**src/rtl/pipe_scoreboard_pkg.sv**
```systemverilog
// Shared types for the WISC hazard/forward scoreboard.
// Entry layout, regfile select code and decoder opcodes.
package pipe_scb_pkg;

  localparam int MAX_RA_W = 8;
  localparam int SEL_REGFILE = 0;

  typedef struct packed {
    logic                valid;
    logic [MAX_RA_W-1:0] rd;
    logic                wr;
    logic                load;
    logic                fset;
    logic                hlt;
  } scb_entry_t;

  localparam scb_entry_t SCB_BUBBLE = '0;

  typedef enum logic [3:0] {
    OP_ADD    = 4'h0,
    OP_SUB    = 4'h1,
    OP_XOR    = 4'h2,
    OP_RED    = 4'h3,
    OP_SLL    = 4'h4,
    OP_SRA    = 4'h5,
    OP_ROR    = 4'h6,
    OP_PADDSB = 4'h7,
    OP_LW     = 4'h8,
    OP_SW     = 4'h9,
    OP_LLB    = 4'hA,
    OP_LHB    = 4'hB,
    OP_B      = 4'hC,
    OP_BR     = 4'hD,
    OP_PCS    = 4'hE,
    OP_HLT    = 4'hF
  } opcode_e;

  function automatic logic op_sets_flags(opcode_e op);
    return op inside {OP_ADD, OP_SUB, OP_XOR,
                      OP_SLL, OP_SRA, OP_ROR};
  endfunction

endpackage

```
**src/rtl/pipe_scoreboard_if.sv**
```systemverilog
// ID-stage <-> scoreboard bundle.
// master = decoder/ID side, slave = scoreboard.
interface pipe_scoreboard_if #(
  parameter int RA_W  = 4,
  parameter int SEL_W = 2
);
  logic            id_valid;
  logic [RA_W-1:0] id_rs;
  logic [RA_W-1:0] id_rt;
  logic            id_rs_used;
  logic            id_rt_used;
  logic [RA_W-1:0] id_rd;
  logic            id_reg_write;
  logic            id_is_load;
  logic            id_flag_set;
  logic            id_flag_read;
  logic            id_hlt;
  logic            flush;
  logic             stall;
  logic             issue;
  logic [SEL_W-1:0] fwd_sel_rs;
  logic [SEL_W-1:0] fwd_sel_rt;
  logic             drained;

  modport master (
    output id_valid, id_rs, id_rt,
    output id_rs_used, id_rt_used,
    output id_rd, id_reg_write, id_is_load,
    output id_flag_set, id_flag_read,
    output id_hlt, flush,
    input  stall, issue,
    input  fwd_sel_rs, fwd_sel_rt, drained
  );

  modport slave (
    input  id_valid, id_rs, id_rt,
    input  id_rs_used, id_rt_used,
    input  id_rd, id_reg_write, id_is_load,
    input  id_flag_set, id_flag_read,
    input  id_hlt, flush,
    output stall, issue,
    output fwd_sel_rs, fwd_sel_rt, drained
  );
endinterface

```
**src/rtl/pipe_scoreboard_src_match.sv**
```systemverilog
// Youngest-writer finder for one ID source register.
// Ports: scoreboard columns in, {hit, ready, sel} out.
module scb_src_match
  import pipe_scb_pkg::*;
#(
  parameter int RA_W    = 4,
  parameter int DEPTH   = 3,
  parameter int ALU_RDY = 1,
  parameter int LD_RDY  = 2,
  parameter bit FWD_EN  = 1'b1,
  localparam int SEL_W  = $clog2(DEPTH+1)
) (
  input  logic [DEPTH:1]               vld,
  input  logic [DEPTH:1]               wr,
  input  logic [DEPTH:1]               ld,
  input  logic [DEPTH:1][MAX_RA_W-1:0] rd,
  input  logic [RA_W-1:0]              src,
  input  logic                         used,
  output logic                         hit,
  output logic                         ready,
  output logic [SEL_W-1:0]             sel
);

  // Walk oldest to youngest so the youngest match wins.
  always_comb begin
    hit   = 1'b0;
    ready = 1'b0;
    sel   = SEL_W'(SEL_REGFILE);
    for (int k = DEPTH; k >= 1; k--) begin
      if (used && src != '0 && vld[k] && wr[k] &&
          rd[k] == MAX_RA_W'(src)) begin
        hit   = 1'b1;
        ready = k >= (ld[k] ? LD_RDY : ALU_RDY);
        sel   = FWD_EN ? SEL_W'(k)
                       : SEL_W'(SEL_REGFILE);
      end
    end
  end

endmodule

```
**src/rtl/pipe_scoreboard.sv**
```systemverilog
// In-order hazard/forward scoreboard behind ID.
// Ports: clk, rst (sync, high), sb (slave). Macro: SCB_FWD_EN.
module pipe_scoreboard
  import pipe_scb_pkg::*;
#(
  parameter int NUM_REGS   = 16,
  parameter int DEPTH      = 3,
  parameter int LOAD_STAGE = 2,
  localparam int RA_W  = $clog2(NUM_REGS),
  localparam int SEL_W = $clog2(DEPTH+1)
) (
  input logic clk,
  input logic rst,
  pipe_scoreboard_if.slave sb
);

`ifdef SCB_FWD_EN
  localparam bit FWD_EN  = 1'b1;
  localparam int ALU_RDY = 1;
  localparam int LD_RDY  = LOAD_STAGE;
`else
  // Without bypass paths only the regfile's
  // internal write-through helps.
  localparam bit FWD_EN  = 1'b0;
  localparam int ALU_RDY = DEPTH;
  localparam int LD_RDY  = (LOAD_STAGE > DEPTH)
                         ? LOAD_STAGE : DEPTH;
`endif

  scb_entry_t ent_q [1:DEPTH];
  scb_entry_t id_ent;
  logic       halted_q;
  logic       drained_q;

  logic [DEPTH:1]               vld_v;
  logic [DEPTH:1]               wr_v;
  logic [DEPTH:1]               ld_v;
  logic [DEPTH:1][MAX_RA_W-1:0] rd_v;
  logic any_valid;
  logic any_hlt;
  logic fset_busy;

  logic             rs_hit, rs_rdy;
  logic             rt_hit, rt_rdy;
  logic [SEL_W-1:0] rs_sel, rt_sel;
  logic             stall_c, issue_c;
  logic             drain_now;

  // R0 writes are dropped so R0 is never a writer.
  always_comb begin
    id_ent       = SCB_BUBBLE;
    id_ent.valid = 1'b1;
    id_ent.rd    = MAX_RA_W'(sb.id_rd);
    id_ent.wr    = sb.id_reg_write
                 & (sb.id_rd != '0);
    id_ent.load  = sb.id_is_load;
    id_ent.fset  = sb.id_flag_set;
    id_ent.hlt   = sb.id_hlt;
  end

  always_comb begin
    vld_v     = '0;
    wr_v      = '0;
    ld_v      = '0;
    rd_v      = '0;
    any_valid = 1'b0;
    any_hlt   = 1'b0;
    fset_busy = 1'b0;
    for (int k = 1; k <= DEPTH; k++) begin
      vld_v[k]  = ent_q[k].valid;
      wr_v[k]   = ent_q[k].wr;
      ld_v[k]   = ent_q[k].load;
      rd_v[k]   = ent_q[k].rd;
      any_valid = any_valid | ent_q[k].valid;
      any_hlt   = any_hlt
                | (ent_q[k].valid & ent_q[k].hlt);
      // Flags are committed by the last stage.
      if (k < DEPTH)
        fset_busy = fset_busy
                  | (ent_q[k].valid & ent_q[k].fset);
    end
  end

  scb_src_match #(
    .RA_W    (RA_W),
    .DEPTH   (DEPTH),
    .ALU_RDY (ALU_RDY),
    .LD_RDY  (LD_RDY),
    .FWD_EN  (FWD_EN)
  ) u_rs (
    .vld   (vld_v),
    .wr    (wr_v),
    .ld    (ld_v),
    .rd    (rd_v),
    .src   (sb.id_rs),
    .used  (sb.id_rs_used),
    .hit   (rs_hit),
    .ready (rs_rdy),
    .sel   (rs_sel)
  );

  scb_src_match #(
    .RA_W    (RA_W),
    .DEPTH   (DEPTH),
    .ALU_RDY (ALU_RDY),
    .LD_RDY  (LD_RDY),
    .FWD_EN  (FWD_EN)
  ) u_rt (
    .vld   (vld_v),
    .wr    (wr_v),
    .ld    (ld_v),
    .rd    (rd_v),
    .src   (sb.id_rt),
    .used  (sb.id_rt_used),
    .hit   (rt_hit),
    .ready (rt_rdy),
    .sel   (rt_sel)
  );

  always_comb begin
    stall_c = sb.id_valid & ~halted_q &
              ((rs_hit & ~rs_rdy) |
               (rt_hit & ~rt_rdy) |
               (sb.id_flag_read & fset_busy));
    issue_c = sb.id_valid & ~stall_c
            & ~sb.flush & ~halted_q;
    drain_now = halted_q & ~any_valid & ~any_hlt;
  end

  assign sb.stall      = stall_c;
  assign sb.issue      = issue_c;
  assign sb.fwd_sel_rs = rs_sel;
  assign sb.fwd_sel_rt = rt_sel;
  assign sb.drained    = drained_q | drain_now;

  always_ff @(posedge clk) begin
    if (rst) begin
      for (int k = 1; k <= DEPTH; k++)
        ent_q[k] <= SCB_BUBBLE;
      halted_q  <= 1'b0;
      drained_q <= 1'b0;
    end else begin
      ent_q[1] <= issue_c ? id_ent : SCB_BUBBLE;
      for (int k = 2; k <= DEPTH; k++)
        ent_q[k] <= ent_q[k-1];
      if (issue_c && sb.id_hlt)
        halted_q <= 1'b1;
      if (drain_now)
        drained_q <= 1'b1;
    end
  end

endmodule
```
**src/flat_wrapper.sv**
```systemverilog
// flat-port wrapper written by rule: the top's interface ports become plain ports
module pipe_scoreboard_flat import pipe_scb_pkg::*;
#(
  parameter int NUM_REGS   = 16,
  parameter int DEPTH      = 3,
  parameter int LOAD_STAGE = 2,
  localparam int RA_W  = $clog2(NUM_REGS),
  localparam int SEL_W = $clog2(DEPTH+1)
)
  (clk, rst, sb_id_valid, sb_id_rs, sb_id_rt, sb_id_rs_used, sb_id_rt_used, sb_id_rd, sb_id_reg_write, sb_id_is_load, sb_id_flag_set, sb_id_flag_read, sb_id_hlt, sb_flush, sb_stall, sb_issue, sb_fwd_sel_rs, sb_fwd_sel_rt, sb_drained);
  pipe_scoreboard_if sb_i ();
  input logic clk;
  input logic rst;
  input wire logic [$bits(sb_i.id_valid)-1:0] sb_id_valid;
  input wire logic [$bits(sb_i.id_rs)-1:0] sb_id_rs;
  input wire logic [$bits(sb_i.id_rt)-1:0] sb_id_rt;
  input wire logic [$bits(sb_i.id_rs_used)-1:0] sb_id_rs_used;
  input wire logic [$bits(sb_i.id_rt_used)-1:0] sb_id_rt_used;
  input wire logic [$bits(sb_i.id_rd)-1:0] sb_id_rd;
  input wire logic [$bits(sb_i.id_reg_write)-1:0] sb_id_reg_write;
  input wire logic [$bits(sb_i.id_is_load)-1:0] sb_id_is_load;
  input wire logic [$bits(sb_i.id_flag_set)-1:0] sb_id_flag_set;
  input wire logic [$bits(sb_i.id_flag_read)-1:0] sb_id_flag_read;
  input wire logic [$bits(sb_i.id_hlt)-1:0] sb_id_hlt;
  input wire logic [$bits(sb_i.flush)-1:0] sb_flush;
  output wire logic [$bits(sb_i.stall)-1:0] sb_stall;
  output wire logic [$bits(sb_i.issue)-1:0] sb_issue;
  output wire logic [$bits(sb_i.fwd_sel_rs)-1:0] sb_fwd_sel_rs;
  output wire logic [$bits(sb_i.fwd_sel_rt)-1:0] sb_fwd_sel_rt;
  output wire logic [$bits(sb_i.drained)-1:0] sb_drained;
  assign sb_i.id_valid = sb_id_valid;
  assign sb_i.id_rs = sb_id_rs;
  assign sb_i.id_rt = sb_id_rt;
  assign sb_i.id_rs_used = sb_id_rs_used;
  assign sb_i.id_rt_used = sb_id_rt_used;
  assign sb_i.id_rd = sb_id_rd;
  assign sb_i.id_reg_write = sb_id_reg_write;
  assign sb_i.id_is_load = sb_id_is_load;
  assign sb_i.id_flag_set = sb_id_flag_set;
  assign sb_i.id_flag_read = sb_id_flag_read;
  assign sb_i.id_hlt = sb_id_hlt;
  assign sb_i.flush = sb_flush;
  assign sb_stall = sb_i.stall;
  assign sb_issue = sb_i.issue;
  assign sb_fwd_sel_rs = sb_i.fwd_sel_rs;
  assign sb_fwd_sel_rt = sb_i.fwd_sel_rt;
  assign sb_drained = sb_i.drained;
  pipe_scoreboard #(.NUM_REGS(NUM_REGS), .DEPTH(DEPTH), .LOAD_STAGE(LOAD_STAGE)) u_core (.clk(clk), .rst(rst), .sb(sb_i));
endmodule
```
**config.mk**
```make
export PLATFORM = sky130hd
export DESIGN_NAME = pipe_scoreboard_flat
export DESIGN_NICKNAME = d
export VERILOG_FILES = /design/src/rtl/pipe_scoreboard_pkg.sv /design/src/rtl/pipe_scoreboard_if.sv /design/src/rtl/pipe_scoreboard_src_match.sv /design/src/rtl/pipe_scoreboard.sv /design/src/flat_wrapper.sv
export SDC_FILE = /design/constraint.sdc
export NUM_CORES = 1
export LEC_CHECK = 0
export ABC_AREA = 0
export BUFFER_PORTS_ARGS = -buffer_cell sky130_fd_sc_hd__buf_2
export CORE_MARGIN = 8
export CORE_UTILIZATION = 35
export CTS_BUF_LIST = sky130_fd_sc_hd__clkbuf_8
export DETAILED_ROUTE_END_ITERATION = 10
export GPL_ROUTABILITY_DRIVEN = 0
export PLACE_DENSITY = 0.72
export REMOVE_ABC_BUFFERS = 1
export SLEW_MARGIN = 10
export SYNTH_ARGS = -nofsm -noshare
export SYNTH_HDL_FRONTEND = slang
export SYNTH_SLANG_ARGS = --single-unit
```
**constraint.sdc**
```tcl
create_clock -name clk -period 4.35 [get_ports clk]
set_clock_uncertainty 0.15 [all_clocks]
set_input_delay 0.87 -clock clk [delete_from_list [all_inputs] [get_ports clk]]
set_output_delay 0.87 -clock clk [all_outputs]
set_load 0.005 [all_outputs]
```
==> flow_summary.rst, run 1 <==
.. list-table::
   :header-rows: 1

   * - Metric
     - Value
   * - Result of the run
     - complete, no violations
   * - Antenna violations before repair
     - 0
   * - Clk slew on worst S/H paths
     - around 60 ps
   * - Deepest level of the CTS H-tree
     - 1
   * - Final min period
     - roughly 3200 ps
   * - CTS tree
     - done
   * - Clock buffers created by TritonCTS
     - 3
   * - Reg2Reg Capture Point
     - u_core.ent_q[0][18]
   * - Family with the most delay on the worst path
     - simple AND/OR/NAND/NOR gates
   * - Count of vias placed by the detailed router
     - about 650
   * - Worst path cell trace
     - buf_2 > xor2_1 > nor3_1 > nand4_1 > a21oi_2 > nor2_1 > nor2_1 > buf_2
   * - Final core occ
     - about 45%
   * - Final wirelength
     - 1.717 mm
   * - Share of layout cells above drive strength 1
     - around 30%
   * - Share of synthesized area occupied by flip-flops and latches
     - 41.85%
   * - Clock latency on the worst-skew pair
     - 240 ps
   * - Port Buffer Count
     - 24
   * - Number of inserted diodes
     - 0
   * - Maximum root-to-sink buffer count
     - 2
   * - Count of unresolved DRC violations after routing
     - 0
   * - DR vias/cell
     - around 4.8
   * - CORE AREA
     - 2212 um2
   * - Count of final setup violators
     - 0
   * - Largest area contributor in the netlist
     - sky130_fd_sc_hd__dfxtp_1
   * - Gate count after technology mapping
     - between 80 and 90
   * - Worst vdd rail ir drop
     - 215.1 uV
   * - Top cells by count, synth
     - sky130_fd_sc_hd__dfxtp_1, sky130_fd_sc_hd__xnor2_1, sky130_fd_sc_hd__nor2b_1
   * - Type of the tightest min-delay check
     - flop to flop
   * - Area contributors post-synth
     - sky130_fd_sc_hd__dfxtp_1, sky130_fd_sc_hd__xnor2_1, sky130_fd_sc_hd__nor2b_1
   * - Number of library cell types mapped by synthesis
     - 25
   * - Worst-case hold path end point
     - u_core.ent_q[0][27]
   * - Die Ht
     - ~64 um
   * - Post-detailed-route count of antenna-violating nets
     - 0
   * - Nets
     - approximately 130
   * - Iteration-0 DRC Markers
     - 18
   * - Overall Global Routing Usage
     - roughly 8.8%
   * - Maximum number of pins on one net before global-route repair
     - 13
   * - Period utilisation layout
     - about 73%
   * - Fillers
     - approximately 230
   * - Buf/Inv on CP
     - 2
   * - Power density over the cells
     - about 320 nW/um2
   * - Max-slew violations
     - 0
   * - Kind of start point of the critical path
     - primary input
   * - Effective utilization at floorplan
     - a little under two fifths
   * - Mapped cell area
     - about 810 um2
   * - Cell with the largest stage delay on the worst path
     - sky130_fd_sc_hd__a21oi_2
   * - Number of hold buffers added after cts
     - 0
   * - Setup repair after global routing missed its margin
     - no
   * - Vias in the first global route
     - ~720
   * - Global-route wire length before repair
     - ~3 mm
   * - F_max
     - 316.1 MHz
   * - Die width
     - between 60 and 70 um
   * - Cell depth of the worst hold path
     - 1
   * - Startpoint of the lowest-slack register-to-register path
     - u_core.ent_q[0][19]
   * - Routed wire per std cell
     - between 10 and 15 um
   * - Worst setup EP type
     - output pin
   * - Dominant synthesized flop cell
     - sky130_fd_sc_hd__dfxtp_1
   * - Setup Fix Bufs, Post-CTS
     - 0
   * - Master cell of the clock root buffer
     - sky130_fd_sc_hd__clkbuf_8
   * - Clock sink count
     - 17
   * - Total leakage power
     - 0.4227 nW
   * - Number of placed I/O pins
     - 30
   * - Depth of the worst register-to-register path
     - 6
   * - Area growth from synthesis to layout
     - 21.38%
   * - Seq cells post-synth
     - 17
   * - R2r setup slk
     - ~2700 ps
   * - Worst endpoint data arrival time
     - 2140 ps
   * - CTS resizes
     - 0
   * - Worst min-delay path startpoint
     - u_core.ent_q[0][14]
   * - Die area
     - between 4000 and 5000 um2
   * - Syn_area_per_cell
     - between 9 and 10 um2
   * - Most instantiated library cell after synthesis
     - sky130_fd_sc_hd__dfxtp_1
   * - Largest fanout on the critical path
     - 4
   * - Number of max-cap violations
     - 0
   * - Biggest cell delay along the critical path
     - about 350 ps
   * - Critical path class
     - primary input to output pin
   * - Proportion of netlist area held by the largest area contributor
     - 41.85%
   * - Aggregate negative setup slack
     - 0 ps
   * - Drt pass-1 iters
     - 4
   * - Async S/R FF share, synth
     - 0%
   * - Total of warnings raised by yosys
     - 0
   * - Row cnt
     - 17
   * - WP data required
     - approximately 3300 ps
   * - Grt total ovfl
     - 0
   * - Number of failing hold endpoints at the final stage
     - 0
   * - Number of flops mapped to enable cells by yosys
     - 0
worst max-delay path by stage:
stage | from | to | slack, ps | depth (start not counted)
after floorplan | sb_id_rt[0] | sb_issue | 1480 | 3
after global placement | sb_id_rt[0] | sb_issue | 1170 | 5
after detailed placement | sb_id_rs[2] | sb_stall | 1160 | 8
after CTS | sb_id_rs[2] | sb_stall | 1150 | 8
after global routing | sb_id_rs[2] | sb_stall | 1050 | 8
final | sb_id_rs[2] | sb_stall | 1190 | 8
routing by layer:
| metal | vias to the layer above | GRT usage, % | share of wire [%] |
|---|---|---|---|
| met4 | 0 | 4.087 | 0.47 |
| met5 | - | 0 | 0 |
| met1 | 302 | 10.41 | 48 |
| met3 | 2 | 3.136 | 7.0 |
| met2 | 24 | 14.05 | 44 |
| li1 | 325 | - | - |
per-stage QoR:
stage / cell area (um2) / total power [mW] / hold slack [ps] / worst slack, ps / std cells
CTS: 987.2 / 0.3178 / 325.9 / 1148 / 135
floorplan: 787.0 / 0.1868 / 289.4 / 1482 / 79
finish: 987.2 / 0.3127 / 324.1 / 1187 / 135
global route: 987.2 / 0.3318 / 354.3 / 1047 / 135
detailed placement: 942.2 / 0.2067 / 316.4 / 1157 / 131
global placement: 942.2 / 0.2054 / 302.4 / 1167 / 131
worst reg2reg max path, cell delays in order, from the launching register on:
cell	delay, ps
sky130_fd_sc_hd__dfxtp_1	340
sky130_fd_sc_hd__xor2_1	150
sky130_fd_sc_hd__nor3_1	190
sky130_fd_sc_hd__nand4_1	130
sky130_fd_sc_hd__a21oi_2	360
sky130_fd_sc_hd__nor3_4	100
sky130_fd_sc_hd__and3_1	180
cell usage in the layout (no fill, tap or decap):
cell type                  Yosys  final
sky130_fd_sc_hd__o32ai_1       1      1
sky130_fd_sc_hd__nand3_1       5      5
sky130_fd_sc_hd__nor3b_2       1      1
sky130_fd_sc_hd__nand2_1       1      1
sky130_fd_sc_hd__nand4_1       2      2
sky130_fd_sc_hd__a22o_1        1      1
sky130_fd_sc_hd__xor2_1        6      6
sky130_fd_sc_hd__buf_2         0     24
sky130_fd_sc_hd__a21oi_2       1      1
sky130_fd_sc_hd__o41ai_1       3      3
sky130_fd_sc_hd__a32o_2        1      1
sky130_fd_sc_hd__o22ai_1       1      1
sky130_fd_sc_hd__dfxtp_1      17     17
sky130_fd_sc_hd__clkbuf_8      0      3
sky130_fd_sc_hd__nor4_4        1      1
sky130_fd_sc_hd__conb_1        1      4
sky130_fd_sc_hd__inv_1         2      3
sky130_fd_sc_hd__and2_1        1      1
sky130_fd_sc_hd__nor2b_1       9      9
sky130_fd_sc_hd__nor3_4        1      1
sky130_fd_sc_hd__nor2_1        3      3
sky130_fd_sc_hd__nor3_1        2      2
sky130_fd_sc_hd__or4_1         1      1
sky130_fd_sc_hd__and3_1        5      5
sky130_fd_sc_hd__xnor2_1      10     10
registers in the layout, indices dropped and copies added (netlist names):
| name | count |
|---|---|
| u_core.ent_q | 15 |
| u_core.halted_q | 1 |
| u_core.drained_q | 1 |
power by group:
part           switching, mW  internal, mW
combinational         0.0189        0.0206
clock                 0.0473        0.0624
sequential           0.00324         0.160
cells by family after synthesis:
group,after synthesis,synth area share (%)
xor gates and xnor gates,16,17.23
DFF,17,41.85
AOI/OAI and AO/OA,8,8.617
and+or+nand+nor,32,26.31
other,1,0.4611
buffers and inverters,8,5.539
layout make-up:
class                           count  area, um2  area share (%)
Clock inverter                      1      3.754          0.3802
Timing Repair Buffer               24      120.1           12.17
Sequential cell                    17      340.3           34.47
Clock buffer                        3      41.29           4.183
Tap cell                           28      35.03           3.549
Multi-Input combinational cell     60      439.2           44.49
Inverter                            2      7.507          0.7605
No activity file was read; power rests on OpenSTA's default activity.
==> inputs of run 2 (changes only) <==
--- a/config.mk
+++ b/config.mk
@@ -5,14 +5,14 @@
 export SDC_FILE = /design/constraint.sdc
 export NUM_CORES = 1
 export LEC_CHECK = 0
-export ABC_AREA = 0
+export ABC_AREA = 1
 export BUFFER_PORTS_ARGS = -buffer_cell sky130_fd_sc_hd__buf_2
 export CORE_MARGIN = 8
 export CORE_UTILIZATION = 35
 export CTS_BUF_LIST = sky130_fd_sc_hd__clkbuf_8
 export DETAILED_ROUTE_END_ITERATION = 10
 export GPL_ROUTABILITY_DRIVEN = 0
-export PLACE_DENSITY = 0.72
+export PLACE_DENSITY = 0.73
 export REMOVE_ABC_BUFFERS = 1
 export SLEW_MARGIN = 10
 export SYNTH_ARGS = -nofsm -noshare
==> constraint.sdc (replaced) <==
create_clock -name clk -period 2.7 [get_ports clk]
set_clock_uncertainty 0.15 [all_clocks]
set_input_delay 0.54 -clock clk [delete_from_list [all_inputs] [get_ports clk]]
set_output_delay 0.54 -clock clk [all_outputs]
set_load 0.005 [all_outputs]
==> run 2 against run 1 <==
Effect of this change: synthesized area up 18%; sequential power up 61%; sequential cell count unchanged; critical path type unchanged.
==> flow_summary.rst, run 2 <==
.. list-table::
   :header-rows: 1

   * - Metric
     - Value
   * - Die area
     - ~4700 um2
   * - Most instantiated library cell after synthesis
     - sky130_fd_sc_hd__nand2_1
   * - Count of final setup violators
     - 0
   * - Master cell of the clock root buffer
     - sky130_fd_sc_hd__clkbuf_8
   * - Deepest level of the CTS H-tree
     - 1
   * - Nets
     - 196
   * - Routed wire per std cell
     - around 9.3 um
   * - Period utilisation layout
     - between 80% and 90%
   * - Max FFs per register
     - 15
   * - Post-Route Hold Slack
     - around 280 ps
   * - Final min period
     - ~2200 ps
   * - Max-slew violations
     - 0
   * - Grt total ovfl
     - 0
   * - Drt pass-1 iters
     - 4
   * - Number of inserted diodes
     - 0
   * - Number of flops mapped to enable cells by yosys
     - 0
   * - Total of warnings raised by yosys
     - 0
   * - Setup Fix Bufs, Post-CTS
     - 0
   * - Largest registers in the final layout
     - u_core.ent_q (15), u_core.drained_q (1), u_core.halted_q (1)
   * - Number of max-cap violations
     - 0
   * - Cell with the largest stage delay on the worst path
     - sky130_fd_sc_hd__nor2_4
   * - Async S/R FF share, synth
     - 0%
   * - Top cells by count, synth
     - sky130_fd_sc_hd__nand2_1, sky130_fd_sc_hd__inv_1, sky130_fd_sc_hd__nor2_1
   * - Sum of net half-perimeters after detailed placement
     - ~1.6 mm
   * - Most flop-heavy register
     - u_core.ent_q
   * - CORE AREA
     - ~2700 um2
   * - Area contributors post-synth
     - sky130_fd_sc_hd__dfxtp_1, sky130_fd_sc_hd__nand2_1, sky130_fd_sc_hd__inv_1
   * - Aggregate negative setup slack
     - 0 ps
   * - Power density over the cells
     - ~450 nW/um2
   * - Mapped cell area
     - 958.4 um2
   * - Syn_area_per_cell
     - around 6.5 um2
   * - Family with the most delay on the worst path
     - simple AND/OR/NAND/NOR gates
   * - Number of library cell types mapped by synthesis
     - 21
   * - Clock buffers created by TritonCTS
     - 3
   * - Worst endpoint data arrival time
     - between 1500 and 2000 ps
   * - Seq cells post-synth
     - 17
   * - Dominant synthesized flop cell
     - sky130_fd_sc_hd__dfxtp_1
   * - Top library cells by usage in the layout, fill and taps aside
     - sky130_fd_sc_hd__nand2_1, sky130_fd_sc_hd__inv_1, sky130_fd_sc_hd__buf_2
   * - Finished Cell Area
     - approximately 1100 um2
   * - Biggest cell delay along the critical path
     - around 140 ps
   * - Port Buffer Count
     - 24
   * - Worst path cell trace
     - buf_2 > nor2_1 > nand2_1 > nand3_1 > nor2_2 > nand2_2 > nand3_4 > nor2_4 > nand2_1 > inv_1 > buf_2
   * - Number of placed I/O pins
     - 30
   * - Share of synthesized area occupied by flip-flops and latches
     - 35.51%
   * - DR vias/cell
     - a little over 4
   * - Clock sink count
     - 17
   * - Die width
     - just under 70 um
   * - Number of failing hold endpoints at the final stage
     - 0
   * - Result of the run
     - complete, no violations
   * - Worst vdd rail ir drop
     - 218.4 uV
   * - Largest area contributor in the netlist
     - sky130_fd_sc_hd__dfxtp_1
   * - Die Ht
     - just under 70 um
   * - Kind of start point of the critical path
     - primary input
   * - Total leakage power
     - 0.5676 nW
   * - Critical path class
     - primary input to output pin
   * - Global-route wire length before repair
     - 3.277 mm
   * - CTS resizes
     - 0
   * - Share of layout cells above drive strength 1
     - 26.16%
   * - Area growth from synthesis to layout
     - 18.67%
   * - Largest fanout on the critical path
     - 4
   * - Overall Global Routing Usage
     - a little under a tenth
   * - Post-detailed-route count of antenna-violating nets
     - 0
   * - Vias in the first global route
     - 839
   * - Commonest non-fill, non-tap cell in the layout
     - sky130_fd_sc_hd__nand2_1
   * - Antenna violations before repair
     - 0
   * - Number of hold buffers added after cts
     - 0
   * - Buf/Inv on CP
     - 3
   * - Effective utilization at floorplan
     - approximately 36%
   * - F_max
     - between 400 and 500 MHz
   * - Final wirelength
     - 1.885 mm
   * - Worst setup EP type
     - output pin
   * - WP data required
     - around 2000 ps
   * - Iteration-0 DRC Markers
     - 20
   * - Setup repair after global routing missed its margin
     - no
   * - Maximum root-to-sink buffer count
     - 2
   * - Row cnt
     - 19
   * - Maximum number of pins on one net before global-route repair
     - 11
   * - Count of unresolved DRC violations after routing
     - 0
   * - Type of the tightest min-delay check
     - flop to flop
   * - Clock latency on the worst-skew pair
     - 250 ps
   * - Gate count after technology mapping
     - around 150
   * - CTS tree
     - done
   * - Clk slew on worst S/H paths
     - 60 ps
   * - Count of vias placed by the detailed router
     - 836
   * - Post-place instance area
     - roughly 1100 um2
   * - Proportion of netlist area held by the largest area contributor
     - approximately 36%
-- run 2: changes by cell type in the layout (fill, tap and decap cells not counted), sizes merged, moves of 4 or more --
cell and change:
and3 -5, inv +28, nand2 +39, nor2 +26, nor2b -9, xnor2 -4, xor2 -6
-- run 2: through the flow --
stage               worst slack, ps  power, mW  cells  utilization (%)
finish                        502.7     0.5163    203            42.34
global route                  327.2     0.5473    203            42.34
CTS                           478.1     0.5228    203            42.34
detailed placement            477.3     0.3377    199            40.61
global placement              484.4     0.3366    199            40.61
floorplan                     823.5     0.3059    144                -
-- run 2: worst reg2reg max path, delay by kind of cell (launching register included) --
| family | cells | cell delay [ps] |
|---|---|---|
| simple gates | 7 | 530 |
| flops | 1 | 390 |
| compound gates | 1 | 200 |
| buf+inv | 1 | 50 |
-- run 2: where the power goes --
part	internal (mW)	switching [mW]
Clock	0.102	0.0822
Combinational	0.0300	0.0391
Sequential	0.258	0.00489
-- run 2: cell families (layout without fill, tap and decap cells) --
kind of cell | count (synthesis) | in the layout | share of synthesized area [%]
AO/OA/AOI/OAI | 6 | 6 | 3.916
XOR/XNOR | 6 | 6 | 5.483
buffers and inverters | 38 | 60 | 16.45
flip-flops | 17 | 17 | 35.51
other | 1 | 4 | 0.3913
AND/OR/NAND/NOR | 79 | 79 | 38.25
-- run 2: final timing paths --
path	startpoint	end	slack, ps	cells after the start
setup / recovery	sb_id_rs[0]	sb_issue	500	11
hold / removal	u_core.ent_q[0][14]	u_core.ent_q[0][27]	280	2
setup reg to reg	u_core.ent_q[0][38]	u_core.ent_q[0][16]	1260	9
hold reg to reg	u_core.ent_q[0][14]	u_core.ent_q[0][27]	280	2
-- run 2: metal layers --
metal / GRT usage [%] / routed length [um]
met3: 2.455 / 106
met1: 9.168 / 784
met4: 6.650 / 41
met2: 16.53 / 953
met5: 0 / 0
-- run 2: final cells by class --
| cell class | count | area, um2 |
|---|---|---|
| inverter | 32 | 120.1 |
| fill | 305 | 1549 |
| clock inverter | 1 | 5.005 |
| sequential | 17 | 340.3 |
| clock buffer | 3 | 41.29 |
| multi-input combinational | 95 | 471.7 |
| timing repair buffer | 24 | 120.1 |
| tap | 31 | 38.79 |
